$ cat src/rtl/sync_fifo_pkg.sv
// Shared constants and helpers for the parametrised sync FIFO.
// Default geometry, threshold defaults and a constant clog2.
package sync_fifo_pkg;

  localparam int DEF_DATA_W    = 8;
  localparam int DEF_DEPTH     = 16;
  localparam int DEF_AE_THRESH = 2;

  function automatic int clog2(input int v);
    int r;
    r = 0;
    for (int i = 0; i < 31; i++) begin
      if ((1 << i) < v) r = i + 1;
    end
    return r;
  endfunction

  function automatic int def_af_thresh(input int depth);
    return depth - 2;
  endfunction

endpackage

$ cat src/rtl/sync_fifo_mem.sv
// DEPTH x DATA_W storage: one sync write port, one registered read port.
// Array contents are never reset; only the read register is.
module sync_fifo_mem
  import sync_fifo_pkg::*;
#(
  parameter int DATA_W = DEF_DATA_W,
  parameter int DEPTH  = DEF_DEPTH,
  localparam int AW    = clog2(DEPTH)
) (
  input  logic              clk_i,
  input  logic              rst_ni,
  input  logic              we_i,
  input  logic [AW-1:0]     waddr_i,
  input  logic [DATA_W-1:0] wdata_i,
  input  logic              re_i,
  input  logic [AW-1:0]     raddr_i,
  output logic [DATA_W-1:0] rdata_o
);

  logic [DATA_W-1:0] r_mem [DEPTH];
  logic [DATA_W-1:0] r_rdata;

  // store accepted write data
  always_ff @(posedge clk_i) begin
    if (we_i) r_mem[waddr_i] <= wdata_i;
  end

  // registered read; old data wins on same-address write
  always_ff @(posedge clk_i) begin
    if (!rst_ni)   r_rdata <= '0;
    else if (re_i) r_rdata <= r_mem[raddr_i];
  end

  assign rdata_o = r_rdata;

endmodule

$ cat src/rtl/sync_fifo_param.sv
// Parametrised single-clock FIFO with count, thresholds and sticky errors.
// Optional peak-occupancy output enabled by SYNC_FIFO_PEAK_EN.
module sync_fifo_param
  import sync_fifo_pkg::*;
#(
  parameter int DATA_W    = DEF_DATA_W,
  parameter int DEPTH     = DEF_DEPTH,
  parameter int AF_THRESH = def_af_thresh(DEPTH),
  parameter int AE_THRESH = DEF_AE_THRESH,
  localparam int AW       = clog2(DEPTH)
) (
  input  logic              clk_i,
  input  logic              rst_ni,
  input  logic              wr_en_i,
  input  logic [DATA_W-1:0] wdata_i,
  input  logic              rd_en_i,
  output logic [DATA_W-1:0] rdata_o,
  output logic              rvalid_o,
  output logic              full_o,
  output logic              empty_o,
  output logic              almost_full_o,
  output logic              almost_empty_o,
  output logic [AW:0]       count_o,
  output logic              overflow_o,
  output logic              underflow_o,
`ifdef SYNC_FIFO_PEAK_EN
  input  logic              clr_err_i,
  output logic [AW:0]       peak_o
`else
  input  logic              clr_err_i
`endif
);

  localparam logic [AW:0] LP_ONE = (AW+1)'(1);
  localparam logic [AW:0] LP_AF  = (AW+1)'(AF_THRESH);
  localparam logic [AW:0] LP_AE  = (AW+1)'(AE_THRESH);

  logic [AW:0] r_wr_ptr;
  logic [AW:0] r_rd_ptr;
  logic        r_rvalid;
  logic        r_ovf;
  logic        r_udf;

  logic [AW:0] w_count;
  logic        w_empty;
  logic        w_full;
  logic        w_rd_acc;
  logic        w_wr_acc;
  logic        w_ovf_evt;
  logic        w_udf_evt;

  // occupancy and flags come from registered pointers only
  assign w_count = r_wr_ptr - r_rd_ptr;
  assign w_empty = (r_wr_ptr == r_rd_ptr);
  assign w_full  = (r_wr_ptr[AW-1:0] == r_rd_ptr[AW-1:0]) &&
                   (r_wr_ptr[AW] != r_rd_ptr[AW]);

  // a read frees a slot, so full + rd + wr accepts both
  assign w_rd_acc  = rd_en_i && !w_empty;
  assign w_wr_acc  = wr_en_i && (!w_full || w_rd_acc);
  assign w_ovf_evt = wr_en_i && !w_wr_acc;
  assign w_udf_evt = rd_en_i && w_empty;

  // advance pointers on accepted transfers; wrap bit toggles naturally
  always_ff @(posedge clk_i) begin
    if (!rst_ni) begin
      r_wr_ptr <= '0;
      r_rd_ptr <= '0;
    end else begin
      if (w_wr_acc) r_wr_ptr <= r_wr_ptr + LP_ONE;
      if (w_rd_acc) r_rd_ptr <= r_rd_ptr + LP_ONE;
    end
  end

  // one-cycle strobe marking fresh read data
  always_ff @(posedge clk_i) begin
    if (!rst_ni) r_rvalid <= 1'b0;
    else         r_rvalid <= w_rd_acc;
  end

  // sticky errors; a same-cycle error beats the clear
  always_ff @(posedge clk_i) begin
    if (!rst_ni) begin
      r_ovf <= 1'b0;
      r_udf <= 1'b0;
    end else begin
      r_ovf <= (r_ovf && !clr_err_i) || w_ovf_evt;
      r_udf <= (r_udf && !clr_err_i) || w_udf_evt;
    end
  end

  sync_fifo_mem #(
    .DATA_W (DATA_W),
    .DEPTH  (DEPTH)
  ) u_mem (
    .clk_i   (clk_i),
    .rst_ni  (rst_ni),
    .we_i    (w_wr_acc),
    .waddr_i (r_wr_ptr[AW-1:0]),
    .wdata_i (wdata_i),
    .re_i    (w_rd_acc),
    .raddr_i (r_rd_ptr[AW-1:0]),
    .rdata_o (rdata_o)
  );

  assign rvalid_o       = r_rvalid;
  assign full_o         = w_full;
  assign empty_o        = w_empty;
  assign almost_full_o  = (w_count >= LP_AF);
  assign almost_empty_o = (w_count <= LP_AE);
  assign count_o        = w_count;
  assign overflow_o     = r_ovf;
  assign underflow_o    = r_udf;

`ifdef SYNC_FIFO_PEAK_EN
  logic [AW:0] r_peak;

  // high-water mark, restarted from current occupancy on clear
  always_ff @(posedge clk_i) begin
    if (!rst_ni)              r_peak <= '0;
    else if (clr_err_i)       r_peak <= w_count;
    else if (w_count > r_peak) r_peak <= w_count;
  end

  assign peak_o = r_peak;
`endif

endmodule

$ cat config.mk
export PLATFORM = sky130hd
export DESIGN_NAME = sync_fifo_param
export DESIGN_NICKNAME = d
export VERILOG_FILES = /design/src/rtl/sync_fifo_pkg.sv /design/src/rtl/sync_fifo_mem.sv /design/src/rtl/sync_fifo_param.sv
export SDC_FILE = /design/constraint.sdc
export NUM_CORES = 1
export LEC_CHECK = 0
export CORE_MARGIN = 1
export CORE_UTILIZATION = 59
export CTS_CLUSTER_DIAMETER = 150
export DETAILED_ROUTE_END_ITERATION = 10
export PLACE_DENSITY = 0.78
export SLEW_MARGIN = 40
export SYNTH_ARGS = -nofsm -noshare
export SYNTH_HDL_FRONTEND = slang
export SYNTH_SLANG_ARGS = --single-unit
$ cat constraint.sdc
create_clock -name clk_i -period 3.7 [get_ports clk_i]
set_input_delay 1.11 -clock clk_i [delete_from_list [all_inputs] [get_ports clk_i]]
set_output_delay 1.11 -clock clk_i [all_outputs]
set_load 0.005 [all_outputs]
==> metrics.md, run 1 <==
| Metric | Value |
|---|---|
| CTS tree | `yes` |
| DR WL/cell | `roughly 21 um` |
| Vias in the first global route | `roughly 3400` |
| Top-count cell post-synth | `edfxtp_1` |
| Actual slew at the worst max-slew pin | `~0.79 ns` |
| Req. time, crit path | `around 2.6 ns` |
| Final total power | `approximately 4.2 mW` |
| CP Buf/Inv Count | `3` |
| Synth Register Bits | `149` |
| Die Y | `~100 um` |
| # H-tree levels | `4` |
| Avg Inst Size Synth | `approximately 16 sq um` |
| Distinct cell type count after synthesis | `40` |
| Rows | `36` |
| Final core utilization | `approximately 73%` |
| Async S/R FF share, synth | `0%` |
| RSZ-0062 raised after global routing | `yes` |
| Worst-Skew Late Latency | `approximately 0.53 ns` |
| Post-DP HPWL | `~8000 um` |
| Largest net degree at the start of global routing | `32` |
| Area contributors post-synth | `edfxtp_1 (64%), mux2i_1 (8.4%), dfxtp_1 (7.0%)` |
| Period utilization | `a little over nine tenths` |
| WP data arrival | `approximately 2.5 ns` |
| PwrDens | `587 mW/mm^2` |
| First-pass GRT wire length | `18400 um` |
| Delay-heaviest family, CP | `compound AO/OA/AOI/OAI gates` |
| Leak pwr | `2.36 nW` |
| Via density | `~6.0` |
| Pins Over Slew Limit | `0` |
| Clock buffer depth | `2` |
| Die area | `between 0.01 and 0.015 sq mm` |
| Core area | `0.00986 sq mm` |
| Gr ovfl total | `0` |
| CP Max Fanout | `5` |
| Max Cap Viol | `0` |
| HP Class | `reg2reg` |
| Num CTS Buffers | `17` |
| CP cell instances | `inv_2 > ha_2 > inv_1 > fa_2 > a21o_1 > a21oi_2 > xnor2_2 > a41o_1 > dlygate4sd2_1` |
| Crit path largest cell delay | `0.36 ns` |
| Area fraction of the dominant cell type after synthesis | `between 60% and 70%` |
| EDFF count, synth | `128` |
| Clk sink count | `between 100 and 150` |
| Overall routed net length | `12400 um` |
| Slew HR | `between 40% and 50%` |
| Synth Flop Type | `edfxtp_1` |
| Sequential share of the synthesized area | `between 70% and 80%` |
| Maximum vdd drop | `about 0.35 mV` |
| Via Count | `between 3000 and 4000` |
| Yosys warns | `0` |
| Number of diodes | `0` |
| Drt pass-1 iters | `4` |
| Post-route minimum period | `about 3.6 ns` |
| Top Ports | `33` |
| Starting DRC count in detailed routing | `around 270` |
| Nets@finish | `between 400 and 500` |
| Layout cells sized above 1 | `about 15%` |
| Die W | `just over 100 um` |
| Antenna Nets Post-Route | `0` |
| Hold Slack | `0.530 ns` |
| I/O Buffers | `32` |
| Mapped Cells | `between 300 and 400` |
| Initial antenna violation count | `0` |
| # fillers | `622` |
| Fin. Hold Viols | `0` |
| CP Launch Type | `flip-flop` |
| Crit. End Element | `primary output` |
| Most frequent cells after synthesis | `edfxtp_1 (128), mux2i_1 (51), nor2_1 (25), dfxtp_1 (21), o21ai_0 (19)` |
| Area leader, netlist | `edfxtp_1` |
| Slowest stage cell on the critical path | `dfxtp_4` |
| Status | `complete, no violations` |
| Setup violations, final | `0` |
| Worst clock skew | `between 0.006 and 0.007 ns` |
| Initial Utilization | `about three fifths` |
| Syn nets | `408` |
| Final instance area | `0.00723 sq mm` |
| Post-Syn Area | `between 0.006 and 0.007 sq mm` |
| Crit Path Category | `reg2out` |
| Root Driver | `clkbuf_8` |
| Placed cell area | `0.00658 sq mm` |
| DRC viols | `0` |
| CTS clk-pin slew, worst paths | `0.06 ns` |
| Area growth from synthesis to layout | `19.6%` |
| F_max | `275 MHz` |
| Overall Global Routing Usage | `about a quarter` |
| Gp weighted congestion | `0.833` |
==> kinds of logic (layout without fill, tap and decap cells) <==
| family | count (synthesis) | after routing | synth area share [%] |
|---|---|---|---|
| mux | 59 | 59 | 11.4 |
| flops | 149 | 149 | 70.6 |
| buf+inv | 29 | 91 | 2.17 |
| compound gates | 67 | 67 | 7.18 |
| simple gates | 62 | 62 | 5.03 |
| xor+xnor | 9 | 9 | 1.43 |
| fa+ha+maj | 10 | 10 | 2.19 |
==> cells in the final DEF, fill, tap and decap left out, drive strengths merged <==
cell and instances:
nand3b 2, nand4 1, nor2b 4, mux2i 51, a41o 1, and3 1, edfxtp 128, xnor2 5
a21o 2, o21ai 20, o311ai 2, ha 9, clkdlybuf4s50 29, clkinv 5, buf 21, mux4 8
nand2 5, o31a 1, o22ai 16, nor2 25, and2 1, or3b 1, dlygate4sd2 3, clkbuf 18
a21oi 13, fa 1, a211oi 1, bufinv 5, o21a 2, xor2 4, nand2b 3, or3 3
dfxtp 21, nor3 14, o211ai 1, a221oi 8, nand3 2, inv 10
==> layer usage <==
layer / wire length (um) / vias to the layer above / track usage, %
li1: - / 1598 / -
met1: 5200 / 1756 / 34.3
met2: 6220 / 111 / 39.4
met3: 722 / 24 / 6.45
met4: 258 / 0 / 10.7
met5: 0 / - / 0
==> per-stage QoR <==
| stage | std cells | worst slack, ns | TNS, ns |
|---|---|---|---|
| 6_report | 580 | 0.0693 | 0 |
| 5_1_grt | 580 | -0.0106 | -0.0171 |
| 4_1_cts | 580 | 0.0533 | 0 |
| 3_5_place_dp | 550 | 0.222 | 0 |
| 3_3_place_gp | 550 | 0.328 | 0 |
| 2_1_floorplan | 385 | 0.533 | 0 |
==> tightest hold or removal path, cell delays in order, from the launching register on <==
cell and delay, ns:
dfxtp_1 0.35, nand2_1 0.07, mux2i_1 0.06
==> power breakdown <==
part | internal, mW | total [mW] | switching (mW)
registers | 1.87 | 1.90 | 0.0264
logic | 0.276 | 0.585 | 0.310
clock network | 1.15 | 1.76 | 0.612
total | 3.30 | 4.24 | 0.948
==> what timing repair did <==
| item | in CTS | in global routing |
|---|---|---|
| cloned | 0 | 0 |
| resized for setup | 11 | 4 |
| hold buffers | 0 | 0 |
| pin swaps | 4 | 4 |
| endpoints found under the setup margin | 4 | 4 |
| setup buffers | 1 | 0 |
==> area by class of cell <==
cell class / count / area, sq um / share of cell area, %
Clock inverter: 11 / 184 / 2.54
Clock buffer: 18 / 418 / 5.78
Sequential cell: 149 / 4270 / 59.1
Tap cell: 133 / 166 / 2.30
Inverter: 9 / 33.8 / 0.467
Timing Repair Buffer: 53 / 474 / 6.56
Multi-Input combinational cell: 207 / 1680 / 23.3
==> final timing paths <==
path	from	endpoint	slack [ns]	cells after the start
worst max-delay path	r_wr_ptr[0]	almost_full_o	0.07	9
worst min-delay path	r_rd_ptr[4]	r_rd_ptr[4]	0.53	2
worst max register to register	r_wr_ptr[3]	u_mem.r_mem[0][0]	1.38	6
worst min register to register	r_rd_ptr[4]	r_rd_ptr[4]	0.53	2
==> registers in the layout (all words and copies together) (netlist names) <==
name	flops
u_mem.r_mem	128
u_mem.rdata_o	8
r_rd_ptr	5
r_wr_ptr	5
overflow_o	1
rvalid_o	1
underflow_o	1
Note: power is estimated with default switching activity, not from simulation.
==> inputs of run 2 (changes only) <==
CAP_MARGIN = 20   (was unset)
CORE_UTILIZATION = 38   (was 59)
PLACE_DENSITY = 0.54   (was 0.78)
==> run 2 against run 1 <==
Routed wire length increased by 8.2%. Via count decreased by 2.7%. Setup slack got worse by 0.023 ns. Critical path depth unchanged. Final cell count increased by 14%. Worst hold slack improved by 0.021 ns. Global-route usage decreased by 7.5 points. Clock power decreased by 5%. Clock-buffer cell count increased by 2. Register-to-register slack got worse by 0.03 ns. Sequential power about the same. Critical path type unchanged.
==> metrics.md, run 2 (synthesized netlist as in run 1, its figures left out) <==
| Metric | Value |
|---|---|
| CP cell instances | `inv_2 > ha_1 > inv_1 > fa_2 > a21o_1 > a21oi_2 > xnor2_2 > a41o_1 > clkdlybuf4s50_1 (was inv_2 > ha_2 > inv_1 > fa_2 > a21o_1 > a21oi_2 > xnor2_2 > a41o_1 > dlygate4sd2_1)` |
| Die Y | `128 um (was 103 um)` |
| Register area | `0.00427 sq mm (about the same)` |
| Nets@finish | `458 (was 460)` |
| Clk sink count | `149 (unchanged)` |
| Drt pass-1 iters | `5 (was 4)` |
| Worst-Skew Late Latency | `0.41 ns (was 0.53 ns)` |
| Dpl cells | `626 (was 550)` |
| PwrDens | `575 mW/mm^2 (was 587 mW/mm^2)` |
| Die W | `128 um (was 103 um)` |
| F_max | `274 MHz (was 275 MHz)` |
| I/O Buffers | `32 (unchanged)` |
| Via density | `5.15 (was 6.02)` |
| Req. time, crit path | `2.59 ns (about the same)` |
| Overall Global Routing Usage | `17.8% (was 25.3%)` |
| Num CTS Buffers | `17 (unchanged)` |
| Slew HR | `48.0% (was 46.8%)` |
| Actual slew at the worst max-slew pin | `0.777 ns (was 0.792 ns)` |
| Maximum vdd drop | `0.291 mV (was 0.350 mV)` |
| Worst clock skew | `0.00591 ns (was 0.00657 ns)` |
| Fin. Hold Viols | `0 (unchanged)` |
| DRC viols | `0 (unchanged)` |
| Starting DRC count in detailed routing | `150 (was 265)` |
| CP Launch Type | `flip-flop (unchanged)` |
| Max reg flops | `128 (unchanged)` |
| Clock buffer depth | `2 (unchanged)` |
| First-pass GRT wire length | `20600 um (was 18400 um)` |
| Rows | `45 (was 36)` |
| Commonest cells after routing, fill and taps aside | `edfxtp_1 (128), mux2i_1 (51), clkdlybuf4s50_1 (31) (was edfxtp_1 (128), mux2i_1 (51), clkdlybuf4s50_1 (29))` |
| Status | `complete, no violations (unchanged)` |
| Slowest stage cell on the critical path | `clkdlybuf4s50_1 (was dfxtp_4)` |
| Initial antenna violation count | `0 (unchanged)` |
| Root Driver | `clkbuf_16 (was clkbuf_8)` |
| Hold Buf Count CTS | `0 (unchanged)` |
| Crit Path Category | `reg2out (unchanged)` |
| R2R Path Start | `r_wr_ptr[3] (unchanged)` |
| CTS tree | `yes (unchanged)` |
| Initial Utilization | `39.3% (was 61.3%)` |
| Top Ports | `33 (unchanged)` |
| Hold Slack | `0.550 ns (was 0.530 ns)` |
| Die area | `0.0164 sq mm (was 0.0107 sq mm)` |
| Largest net degree at the start of global routing | `32 (unchanged)` |
| # fillers | `1352 (was 622)` |
| Layout cells sized above 1 | `15.2% (about the same)` |
| Number of diodes | `0 (unchanged)` |
| Antenna Nets Post-Route | `0 (unchanged)` |
| Largest Register | `u_mem.r_mem (unchanged)` |
| CTS clk-pin slew, worst paths | `0.06 ns (about the same)` |
| Gr ovfl total | `0 (unchanged)` |
| Area growth from synthesis to layout | `20.2% (was 19.6%)` |
| Gp weighted congestion | `0.730 (was 0.833)` |
| Overall routed net length | `13400 um (was 12400 um)` |
| Setup crit start | `r_wr_ptr[0] (unchanged)` |
| CP Max Fanout | `5 (unchanged)` |
| Pins Over Slew Limit | `0 (unchanged)` |
| HP Class | `reg2reg (unchanged)` |
| Commonest non-fill, non-tap cell in the layout | `edfxtp_1 (unchanged)` |
| Fin cells | `659 (was 580)` |
| Core area | `0.0154 sq mm (was 0.00986 sq mm)` |
| # H-tree levels | `4 (unchanged)` |
| Leak pwr | `2.33 nW (was 2.36 nW)` |
| Crit path largest cell delay | `0.50 ns (was 0.36 ns)` |
| RSZ-0062 raised after global routing | `yes (unchanged)` |
| Max Cap Viol | `0 (unchanged)` |
| Post-DP HPWL | `8390 um (was 7850 um)` |
| HP Start | `r_rd_ptr[4] (unchanged)` |
| DR WL/cell | `20.4 um (was 21.4 um)` |
| Vias in the first global route | `3414 (was 3367)` |
| Post-route minimum period | `3.65 ns (was 3.63 ns)` |
| WP data arrival | `2.54 ns (was 2.52 ns)` |
| Period utilization | `98.8% (was 98.1%)` |
| Via Count | `3395 (was 3489)` |
| Crit. End Element | `primary output (unchanged)` |
| Setup violations, final | `0 (unchanged)` |
| Multi-input combinational cell area | `0.00167 sq mm (was 0.00168 sq mm)` |
==> run 2: changes by cell type in the layout (fill, tap and decap cells not counted), sizes merged, moves of 2 or more <==
| cell | change |
|---|---|
| buf | -2 |
| dlygate4sd2 | -3 |
| bufinv | -2 |
| clkdlybuf4s50 | +2 |
| clkbuf | +3 |
| clkinv | +3 |
==> run 2: stage by stage <==
step	power [mW]	TNS (ns)	utilization (%)	cell area, sq um	setup WS (ns)
after CTS	4.21	0	47.2	7260	0.0158
after global routing	4.33	-0.0600	47.3	7260	-0.0600
after floorplan	2.26	0	-	6040	0.533
final	4.17	0	47.3	7260	0.0462
after global placement	2.52	0	43.4	6670	0.311
after detailed placement	2.53	0	43.4	6670	0.220
==> run 2: worst paths after layout <==
path / endpoint / slack, ns / cells past startpoint
hold reg to reg: r_rd_ptr[4] / 0.55 / 2
hold / removal: r_rd_ptr[4] / 0.55 / 2
setup / recovery: almost_full_o / 0.05 / 9
setup reg to reg: u_mem.r_mem[1][1] / 1.35 / 6
==> run 2: timing repair <==
item	4_1_cts	5_1_grt
setup buffers	1	0
pin swaps	1	2
cloned	0	0
gates resized for setup	5	4
endpoints found under the setup margin	3	3
==> run 2: area by class of cell <==
| type | count | share of cell area (%) |
|---|---|---|
| flip-flops and latches | 149 | 58.7 |
| multi-input cells | 207 | 23.0 |
| repair buffers | 51 | 6.30 |
| clock buffers | 20 | 6.01 |
| well taps | 211 | 3.63 |
| clock inverters | 12 | 1.88 |
| inverters | 9 | 0.465 |
==> run 2: where the power goes <==
group	switching [mW]	total (mW)	internal, mW	leakage, nW
combinational	0.320	0.592	0.272	0.716
sequential	0.0292	1.90	1.87	1.33
clock	0.632	1.68	1.05	0.285
total	0.980	4.17	3.19	2.33
==> run 2: layer usage <==
metal	wire (um)	track usage [%]	vias to the layer above
li1	-	-	1601
met1	6160	23.8	1697
met2	6470	28.8	84
met3	623	3.51	13
met4	162	6.64	0
met5	0	0	-
==> run 2: worst max-delay path, delay by kind of cell, from the launching register on <==
kind                     cells  cell delay (ns)
AO/OA/AOI/OAI                3             0.50
XOR/XNOR                     1             0.15
adder cells (fa/ha/maj)      2             0.51
buffers and inverters        3             0.64
flip-flops                   1             0.35
